===== src/rtl/pipeline_hold_ctrl.sv =====
// pipeline_hold_ctrl
// Turns load-use, taken-branch and data-memory-wait requests into the hold,
// flush and bubble controls of the 5-stage pipeline registers and the PC.
// The state is registered. The controls are combinational, so each one acts
// on the same edge at which it is asserted.
// A watchdog latches a sticky fault if the memory wait lasts too long.
// Three saturating counters record stall, flush and wait activity.
module pipeline_hold_ctrl #(
    parameter int CNT_W    = 16,
    parameter int WAIT_MAX = 15
) (
    input  logic             clk,
    input  logic             rst,
    input  logic             stall,
    input  logic             branch_taken,
    input  logic             mem_wait,
    output logic             pc_write,
    output logic             if_id_write,
    output logic             if_id_flush,
    output logic             id_ex_write,
    output logic             id_ex_flush,
    output logic             ex_mem_write,
    output logic             mem_wb_bubble,
    output logic             mem_timeout,
    output logic [1:0]       state,
    output logic [CNT_W-1:0] stall_cycles,
    output logic [CNT_W-1:0] flush_count,
    output logic [CNT_W-1:0] wait_cycles
);

    localparam logic [1:0] ST_RUN   = 2'd0;
    localparam logic [1:0] ST_HOLD  = 2'd1;
    localparam logic [1:0] ST_FAULT = 2'd2;

    // The wait counter only needs to reach WAIT_MAX.
    localparam int WCNT_W = $clog2(WAIT_MAX + 1);

    localparam logic [WCNT_W-1:0] WCNT_MAX = WCNT_W'(WAIT_MAX);
    localparam logic [WCNT_W-1:0] WCNT_ONE = WCNT_W'(1);
    localparam logic [CNT_W-1:0]  CNT_ONE  = CNT_W'(1);

    logic [1:0]        r_state;
    logic [WCNT_W-1:0] r_wait_cnt;
    logic              r_timeout;
    logic [CNT_W-1:0]  r_stall_cycles;
    logic [CNT_W-1:0]  r_flush_count;
    logic [CNT_W-1:0]  r_wait_cycles;

    logic w_fault;
    logic w_freeze;
    logic w_flush_act;
    logic w_stall_act;
    logic w_wait_act;

    // Post-priority decision: freeze beats flush, and flush beats stall.
    // A faulted controller freezes the pipeline whatever its inputs are.
    always_comb begin
        w_fault     = (r_state == ST_FAULT);
        w_freeze    = w_fault | mem_wait;
        w_flush_act = ~w_freeze & branch_taken;
        w_stall_act = ~w_freeze & ~branch_taken & stall;
        w_wait_act  = ~w_fault & mem_wait;
    end

    // Pipeline controls. They are all held inactive while reset is asserted.
    always_comb begin
        pc_write      = ~rst & ~w_freeze & ~w_stall_act;
        if_id_write   = ~rst & ~w_freeze & ~w_stall_act;
        if_id_flush   = ~rst & w_flush_act;
        id_ex_write   = ~rst & ~w_freeze;
        id_ex_flush   = ~rst & (w_flush_act | w_stall_act);
        ex_mem_write  = ~rst & ~w_freeze;
        mem_wb_bubble = ~rst & w_freeze;
    end

    // Watchdog FSM. The wait counter holds the number of consecutive wait
    // cycles seen so far. A further wait cycle at WAIT_MAX is one too many.
    always_ff @(posedge clk or posedge rst) begin
        if (rst) begin
            r_state    <= ST_RUN;
            r_wait_cnt <= '0;
            r_timeout  <= 1'b0;
        end else begin
            case (r_state)
                ST_RUN: begin
                    if (mem_wait) begin
                        r_state    <= ST_HOLD;
                        r_wait_cnt <= WCNT_ONE;
                    end
                end
                ST_HOLD: begin
                    if (!mem_wait) begin
                        r_state    <= ST_RUN;
                        r_wait_cnt <= '0;
                    end else if (r_wait_cnt == WCNT_MAX) begin
                        r_state   <= ST_FAULT;
                        r_timeout <= 1'b1;
                    end else begin
                        r_wait_cnt <= r_wait_cnt + WCNT_ONE;
                    end
                end
                ST_FAULT: begin
                    r_state <= ST_FAULT;
                end
                default: begin
                    r_state    <= ST_RUN;
                    r_wait_cnt <= '0;
                end
            endcase
        end
    end

    // Saturating performance counters. They advance on the decision that
    // was actually taken, so they stop once the controller has faulted.
    always_ff @(posedge clk or posedge rst) begin
        if (rst) begin
            r_stall_cycles <= '0;
            r_flush_count  <= '0;
            r_wait_cycles  <= '0;
        end else begin
            if (w_stall_act && (r_stall_cycles != '1)) begin
                r_stall_cycles <= r_stall_cycles + CNT_ONE;
            end
            if (w_flush_act && (r_flush_count != '1)) begin
                r_flush_count <= r_flush_count + CNT_ONE;
            end
            if (w_wait_act && (r_wait_cycles != '1)) begin
                r_wait_cycles <= r_wait_cycles + CNT_ONE;
            end
        end
    end

    // Status outputs come straight from the registers.
    always_comb begin
        state        = r_state;
        mem_timeout  = r_timeout;
        stall_cycles = r_stall_cycles;
        flush_count  = r_flush_count;
        wait_cycles  = r_wait_cycles;
    end

endmodule


===== config.mk =====
export PLATFORM = sky130hd
export DESIGN_NAME = pipeline_hold_ctrl
export DESIGN_NICKNAME = d
export VERILOG_FILES = /design/src/rtl/pipeline_hold_ctrl.sv
export SDC_FILE = /design/constraint.sdc
export NUM_CORES = 1
export LEC_CHECK = 0
export BUFFER_PORTS_ARGS = -buffer_cell sky130_fd_sc_hd__buf_2
export CORE_ASPECT_RATIO = 1.25
export CORE_MARGIN = 2
export CORE_UTILIZATION = 30
export DETAILED_ROUTE_END_ITERATION = 8
export HOLD_SLACK_MARGIN = 0.02
export PLACE_DENSITY = 0.53
export SKIP_LAST_GASP = 1
export SYNTH_ARGS = -nofsm -noshare
export SYNTH_HDL_FRONTEND = slang
export SYNTH_SLANG_ARGS = --single-unit

===== constraint.sdc =====
create_clock -name clk -period 2.2 [get_ports clk]
set_clock_uncertainty 0.2 [all_clocks]
set_input_delay 0.22 -clock clk [delete_from_list [all_inputs] [get_ports clk]]
set_output_delay 0.22 -clock clk [all_outputs]
set_load 0.02 [all_outputs]

# After elaboration in Yosys (flattened, before gate mapping)
# Index checks and enable logic that the tools add are counted.
[op_classes]
add_sub_neg = 4
bitwise = 16
mux = 8
n_eq_ne = 9
reduce_logical = 7
[ops]
columns = ["cell", "count"]
rows = [
  ["adder 16 x 1 -> 16 bit (second input constant)", 3],
  ["!= test 16 bit (second input constant)", 3],
  ["2-to-1 mux 4 bit", 3],
  ["case mux 4 bit (3 select lines)", 1],
  ["bitwise AND 1 bit", 9],
  ["2-to-1 mux 2 bit", 3],
  ["!= test 3 bit (second input constant)", 2],
  ["case mux 2 bit (3 select lines)", 1],
  ["AND reduction 3 bit", 2],
  ["inverter 1 bit", 5],
  ["adder 4 x 1 -> 4 bit (second input constant)", 1],
  ["equality test 4 bit (second input constant)", 1],
  ["logical AND 1 bit", 3],
  ["equality test 2 x 1 -> 1 bit (second input constant)", 1],
  ["equality test 2 bit (second input constant)", 1],
  ["logical NOT 2 bit", 1],
  ["!= test 2 bit (second input constant)", 1],
  ["bitwise OR 1 bit", 2],
  ["AND reduction 2 bit", 1],
]
[word_totals]
regBits = 55
out_inout_bits = 58
word_cells = 50
input_bits = 5

# Logic depth before layout (Yosys ltp)
# Gate-level depths: netlist of run 1.
[depth]
word_depth = 7
mapped_depth = 6
mapped_depth_nobuf = 5

# Worst setup path after synthesis of run 1
# OpenSTA, ideal clock, no wires.
[synth_timing]
kind = "register -> register"
from = "reg r_flush_count[0] (netlist: flush_count[0])"
to = "reg r_flush_count[1] (netlist: flush_count[1])"
setup_time_ps = 125
required_ps = 1875
path_stages_with_launch = 7
period_less_slack_ps = 2197
path_slack_ps = 3
arrival_ps = 1872
path_cell_list = "dfrtp_1 -> ha_1 -> nand4_1 -> or4_4 -> buf_6 -> and2_4 -> mux2_4"
[synth_via]
elab_chain_len = 2
word_cells_on_any_way = 3
cone_classes = "add/sub (1); eq/ne (1); reduce/logical (1)"
[synth_lines]
columns = ["item", "line", "rtl"]
rows = [
  ["start, declared", "46", "logic [CNT_W-1:0] r_flush_count;"],
  ["start signal, assigned", "125", "r_flush_count <= r_flush_count + CNT_ONE;"],
  ["parallel branches: the longest is 2 deep, another holds adder 16 x 1 -> 16 bit", "--", ""],
]
# Parallel ways; which one is timed is not known.
# A chain may end at the register's enable or synchronous reset.

# Worst setup path after layout of run 1
[layout_timing]
from = "reg r_state[0] (netlist: state[0])"
to = "out if_id_flush"
[layout_via]
elab_chain_len = 5
[layout_lines]
columns = ["item", "line", "rtl"]
rows = [
  ["start, declared", "42", "logic [1:0] r_state;"],
  ["start signal, assigned", "80", "r_state <= ST_RUN;"],
  ["start signal, assigned", "87", "r_state <= ST_HOLD;"],
  ["start signal, assigned", "93", "r_state <= ST_RUN;"],
  ["equality test 2 bit", "58", "w_fault = (r_state == ST_FAULT);"],
  ["bitwise OR 1 bit", "59", "w_freeze = w_fault | mem_wait;"],
  ["inverter 1 bit", "60", "w_flush_act = ~w_freeze & branch_taken;"],
  ["bitwise AND 1 bit", "60", ""],
  ["bitwise AND 1 bit", "69", "if_id_flush = ~rst & w_flush_act;"],
  ["end, declared", "19", "output logic if_id_flush,"],
]
# Every way passes these cells.

==> flow_metrics.py, run 1 <==
metrics = {
    "outcome": {
        "status": "finished clean",
    },
    "run": {
        "maxCapViolCount": 0,
    },
    "clocking": {
        "cts_tree": "yes",
        "path_clk_slew_ns": 0.07,
        "clock_latency_ns": 0.29,
        "root_buffer": "clkbuf_16",
        "clk_path_buf_depth": 2,
        "h-tree-depth": 2,
        "cts_num_sinks": 55,
        "ctsResizeCount": 0,
        "cts_buffers": 5,
    },
    "sta": {
        "max_freq_ghz": 0.481,
        "final_hold_viol_count": 0,
        "setup_tns_ns": 0,
        "period_share_pct": 94.6,
        "slew_viol_final": 0,
        "setup_viol": 0,
        "slew_headroom_pct": 63.4,
        "max_slew.worst_pin.slew_ns": 0.549,
        "min_period_ns": 2.08,
        "setup_ws_ns": 0.119,
        "rsz0062_at_grt": "false",
    },
    "synthesis": {
        "yosys.area.top_type": "dfrtp_1",
        "syn_nets": 278,
        "yosysMostFrequentCell": "dfrtp_1",
        "ys_seq_elements": 55,
        "async_flop_share_pct": 100,
        "synth_flop_cell": "dfrtp_1",
        "yosysUniqueCellTypes": 44,
        "ys_seq_area_share_pct": 49.5,
        "syn_area_per_cell_um2": 10.3,
        "synth_cells": 269,
        "synthTopCellsByCount": "dfrtp_1 (55), nand3_1 (23), xnor2_1 (22)",
        "netlist_area_um2": 2780,
        "synthTopCellsByArea": "dfrtp_1 (50%), xnor2_1 (6.9%), xor2_1 (5.7%)",
        "yosysTopAreaCellShare_pct": 49.5,
        "ys_warn_count": 0,
        "synth_edf_count": 0,
    },
    "die": {
        "fp.dieH_um": 112,
        "die_x_um": 90.1,
        "core_um2": 9080,
        "start_util_pct": 30.6,
        "pin_count": 63,
        "rows": 39,
        "die_area_um2": 10100,
    },
    "place": {
        "gp_congestion": 0.782,
        "place_ws_ns": 0.210,
        "io_buffers": 62,
        "post-dp-hpwl_mm": 4.94,
    },
    "critical_path": {
        "cpPeakStageDelay_ns": 0.37,
        "rr_worst_depth": 5,
        "path_cells": "buf_4, nor2b_1, nor3_1, and2_1, buf_2",
        "cp.arrival_ns": 1.66,
        "cp_num_buf_inv": 2,
        "cp_max_fo": 7,
        "crit_family": "simple AND/OR/NAND/NOR gates",
        "endpoint_kind": "output pin",
        "worstSetupStartpointType": "register",
        "slowest_stage": "dfrtp_1",
        "crit_required_ns": 1.78,
        "critPathKind": "reg2out",
        "cp.depth": 5,
    },
    "drt": {
        "ant_nets": 0,
        "highest_layer": "met4",
        "dr_wl_met3_um": 311,
        "vias_per_cell": 4.92,
        "drt_iter0_drc": 63,
        "met2_wirelength_mm": 3.09,
        "routed_wl_mm": 6.49,
        "post_drt_wl_per_cell_um": 13.8,
        "drc": 0,
        "vias": 2323,
        "met1Wirelength_mm": 3.01,
        "dr.pass1.iters": 4,
    },
    "grt": {
        "grt_usage_pct": 13.5,
        "overflow": 0,
        "grt_pass1_wl_mm": 11.2,
        "grt_max_degree": 24,
        "antenna_found_initial": 0,
        "grt_pass1_vias": 2295,
    },
    "power": {
        "leakagePower_nw": 1.69,
        "power_density_nw_per_um2": 855,
        "vdd_drop_max_uv": 614,
    },
    "finish": {
        "syn2layout_area_growth_pct": 26.2,
        "final_nets": 357,
        "drive_gt1_share_pct": 28.9,
        "num_antenna_cells": 0,
    },
    "hold_path": {
        "worstHoldPathType": "in2reg",
        "hold_depth": 3,
    },
}
==> power by group <==
part	switching [W]	internal, W
Sequential	0.000177	0.00117
Combinational	0.000477	0.000334
Clock	0.000362	0.000485
==> tightest hold or removal path, stage by stage <==
cell and delay, ns:
buf_2 0.17, nand2b_1 0.11, a41oi_1 0.05
==> worst paths after layout <==
kind                                                  from                          to  slack (ns)
max in group asynchronous                              rst  flush_count[8]$_DFFE_PP0P_        0.86
worst min-delay path                              mem_wait        state[0]$_DFFE_PP0P_        0.11
min in group asynchronous                              rst  flush_count[3]$_DFFE_PP0P_        0.34
worst max register to register  flush_count[0]$_DFFE_PP0P_  flush_count[1]$_DFFE_PP0P_        0.18
worst max-delay path                  state[0]$_DFFE_PP0P_                 if_id_flush        0.12
worst min register to register     mem_timeout$_DFFE_PP0P_     mem_timeout$_DFFE_PP0P_        0.28
==> stage by stage <==
step / area [um2] / utilization (%) / hold WS (ns) / instances / total power [W]
floorplan: 2780 / - / 0.290 / 269 / 0.00186
global placement: 3340 / 36.8 / 0.123 / 463 / 0.00217
detailed placement: 3340 / 36.8 / 0.135 / 463 / 0.00218
CTS: 3510 / 38.7 / 0.113 / 472 / 0.00304
global route: 3510 / 38.7 / 0.173 / 472 / 0.00317
finish: 3510 / 38.7 / 0.114 / 472 / 0.00300
==> area by class of cell <==
| cell class | instances | area (um2) |
|---|---|---|
| Clock inverter | 1 | 7.51 |
| Fill cell | 972 | 5570 |
| Inverter | 6 | 22.5 |
| Timing Repair Buffer | 80 | 460 |
| Sequential cell | 55 | 1380 |
| Multi-Input combinational cell | 200 | 1340 |
| Tap cell | 123 | 154 |
| Clock buffer | 7 | 153 |
==> kinds of logic after synthesis <==
family                     after synthesis  share of synthesized area, %
adders and majority gates                4                          1.80
DFF                                     55                          49.5
buffers and inverters                   14                          2.43
and+or+nand+nor                        127                          25.8
xor gates and xnor gates                40                          12.6
muxes                                    6                          2.56
AOI/OAI and AO/OA                       23                          5.31
==> metal layers <==
metal | track usage (%) | up-vias
met5 | 0 | -
met3 | 3.45 | 6
met2 | 22.4 | 46
li1 | - | 1134
met1 | 17.7 | 1137
met4 | 3.69 | 0
==> what timing repair did <==
item | in CTS | in global routing
hold buffers | 1 | 0
buffers inserted | 0 | 0
hold endpoints to repair | 21 | 0
==> registers in the layout (all words and copies together), names as in the netlist <==
signal,flops
flush_count,16
state,2
r_wait_cnt,4
wait_cycles,16
mem_timeout,1
stall_cycles,16
==> cells in the final DEF, fill, tap and decap left out, types with 2 or more instances in the layout <==
master | netlist | final
and3_1 | 8 | 8
buf_2 | 0 | 62
nor2b_1 | 3 | 3
nor3_1 | 11 | 11
mux2_2 | 5 | 5
nor2_1 | 10 | 10
nand3_1 | 23 | 23
inv_1 | 6 | 5
clkbuf_16 | 0 | 5
ha_1 | 4 | 4
nand2b_1 | 2 | 2
buf_4 | 2 | 16
xnor2_1 | 22 | 22
nand2_1 | 18 | 18
nand3b_1 | 2 | 2
o21ai_0 | 7 | 7
a21oi_1 | 6 | 6
dfrtp_1 | 55 | 55
o2111ai_1 | 2 | 2
nor4_1 | 12 | 12
clkbuf_8 | 0 | 2
and2_1 | 4 | 4
xor2_1 | 18 | 18
nand4_1 | 19 | 19
or2_2 | 3 | 3
and4_1 | 2 | 2
Note: power is estimated with default switching activity, not from simulation.
==> run 2: changes to the inputs <==
REMOVE_ABC_BUFFERS = 1   (was default)
==> run 2 against run 1 <==
Against the previous run: sequential cell count stayed put; largest cell class unchanged; sequential power hardly changed; clock-buffer cell count decreased by 2; via count is 0.30% lower; worst hold slack better by 0.0053 ns; cell area up 0.14%; maximum frequency grew 4.4%; register-to-register slack gained 0.03 ns; non-clock buffer count down 4; global-route usage about the same; first-iteration DRC count increased by 27%.
==> flow_metrics.py, run 2 (synthesized netlist as in run 1, its figures left out) <==
metrics = {
    "grt": {
        "grt_usage_pct": 13.5,
        "antenna_found_initial": 0,
        "overflow": 0,
        "grt_max_degree": 34,
        "grt_pass1_vias": 2283,
        "grt_pass1_wl_mm": 11.3,
    },
    "critical_path": {
        "cp.arrival_ns": 2.01,
        "cp_max_fo": 6,
        "critPathKind": "reg2reg",
        "crit_required_ns": 2.21,
        "path_cells": "nand4_1, or3_1, nor4_1, xor2_1",
        "endpoint_kind": "register",
        "worstSetupStartpointType": "register",
        "slowest_stage": "or3_1",
        "cpPeakStageDelay_ns": 0.50,
    },
    "clocking": {
        "cts_num_sinks": 55,
        "clk_path_buf_depth": 2,
        "post_cts.repair.setup_buffers": 0,
        "path_clk_slew_ns": 0.07,
        "cts_tree": "yes",
        "clock_latency_ns": 0.29,
        "cts_buffers": 5,
        "h-tree-depth": 2,
        "root_buffer": "clkbuf_16",
    },
    "sta": {
        "slew_headroom_pct": 64.9,
        "setup_ws_ns": 0.206,
        "rsz0062_at_grt": "false",
        "slew_viol_final": 0,
        "max_slew.worst_pin.slew_ns": 0.526,
        "period_share_pct": 90.6,
        "max_freq_ghz": 0.502,
        "final_hold_viol_count": 0,
        "setup_viol": 0,
        "min_period_ns": 1.99,
    },
    "finish": {
        "final_cell_mix": "buf_2 (62), dfrtp_1 (55), nand3_1 (23)",
        "syn2layout_area_growth_pct": 26.4,
        "final_common_cell": "buf_2",
        "num_antenna_cells": 0,
        "drive_gt1_share_pct": 28.4,
        "final_nets": 353,
        "utilization_pct": 38.7,
    },
    "power": {
        "leakagePower_nw": 1.69,
        "power_density_nw_per_um2": 902,
        "vdd_drop_max_uv": 397,
    },
    "place": {
        "io_buffers": 62,
        "gp_congestion": 0.821,
        "place_ws_ns": 0.216,
        "post-dp-hpwl_mm": 4.85,
    },
    "drt": {
        "drt_iter0_drc": 80,
        "routed_wl_mm": 6.58,
        "drc": 0,
        "ant_nets": 0,
        "post_drt_wl_per_cell_um": 14.1,
        "dr.pass1.iters": 4,
        "vias": 2316,
        "vias_per_cell": 4.95,
    },
    "die": {
        "start_util_pct": 30.6,
        "die_x_um": 90.1,
        "die_area_um2": 10100,
        "rows": 39,
        "fp.dieH_um": 112,
        "core_um2": 9080,
        "pin_count": 63,
    },
    "outcome": {
        "status": "finished clean",
    },
    "hold_path": {
        "worstHoldPathType": "in2reg",
    },
    "run": {
        "maxCapViolCount": 0,
    },
}
## run 2: cell count changes in the layout (fill, tap and decap cells not counted), sizes merged
cell | before | now
clkbuf | 7 | 5
buf | 79 | 75
bufinv | 0 | 2
## run 2: worst max-delay path: cells and delay by family (launching register included)
family,cells,cell delay (ns)
xor+xnor,1,0.19
flops,1,0.45
simple gates,3,1.08
## run 2: per-layer routing
metal,share of wire [%],GRT usage [%],up-vias
li1,-,-,1130
met5,0,0,-
met4,0.96,3.69,0
met3,4.3,2.98,5
met1,45,17.5,1127
met2,50,23.0,54
## run 2: cell type report
type / instances / area (um2)
fill: 936 / 5560
sequential: 55 / 1380
multi-input combinational: 200 / 1340
timing repair buffer: 76 / 430
tap: 123 / 154
clock buffer: 5 / 125
clock inverter: 3 / 67.6
inverter: 6 / 22.5
## run 2: worst paths after layout
kind / from / end / slack, ns / depth (start not counted)
setup reg to reg: wait_cycles[3]$_DFFE_PP0P_ / wait_cycles[13]$_DFFE_PP0P_ / 0.21 / 4
setup / recovery: wait_cycles[3]$_DFFE_PP0P_ / wait_cycles[13]$_DFFE_PP0P_ / 0.21 / 4
hold reg to reg: mem_timeout$_DFFE_PP0P_ / mem_timeout$_DFFE_PP0P_ / 0.28 / 1
max in group asynchronous: rst / wait_cycles[12]$_DFFE_PP0P_ / 0.89 / 4
min in group asynchronous: rst / flush_count[10]$_DFFE_PP0P_ / 0.35 / 3
hold / removal: mem_wait / state[0]$_DFFE_PP0P_ / 0.12 / 3
## run 2: per-stage QoR
| stage | instances | hold slack, ns | setup TNS (ns) | area [um2] | power [W] |
|---|---|---|---|---|---|
| floorplan | 261 | 0.172 | -3.62 | 2740 | 0.00185 |
| global placement | 459 | 0.122 | 0 | 3310 | 0.00216 |
| detailed placement | 459 | 0.123 | 0 | 3310 | 0.00217 |
| CTS | 468 | 0.110 | 0 | 3510 | 0.00322 |
| global route | 468 | 0.167 | 0 | 3510 | 0.00335 |
| finish | 468 | 0.119 | 0 | 3510 | 0.00317 |
## run 2: what timing repair did
item / CTS / global route
endpoints found under the setup margin: 0 / 1
resized for setup: 0 / 1
hold buffers: 1 / 0
hold endpoints to repair: 22 / 0
## run 2: report_power, final
| group | switching [W] | total, W | internal (W) |
|---|---|---|---|
| clock network | 0.000378 | 0.00103 | 0.000653 |
| registers | 0.000186 | 0.00135 | 0.00117 |
| logic | 0.000466 | 0.000789 | 0.000323 |
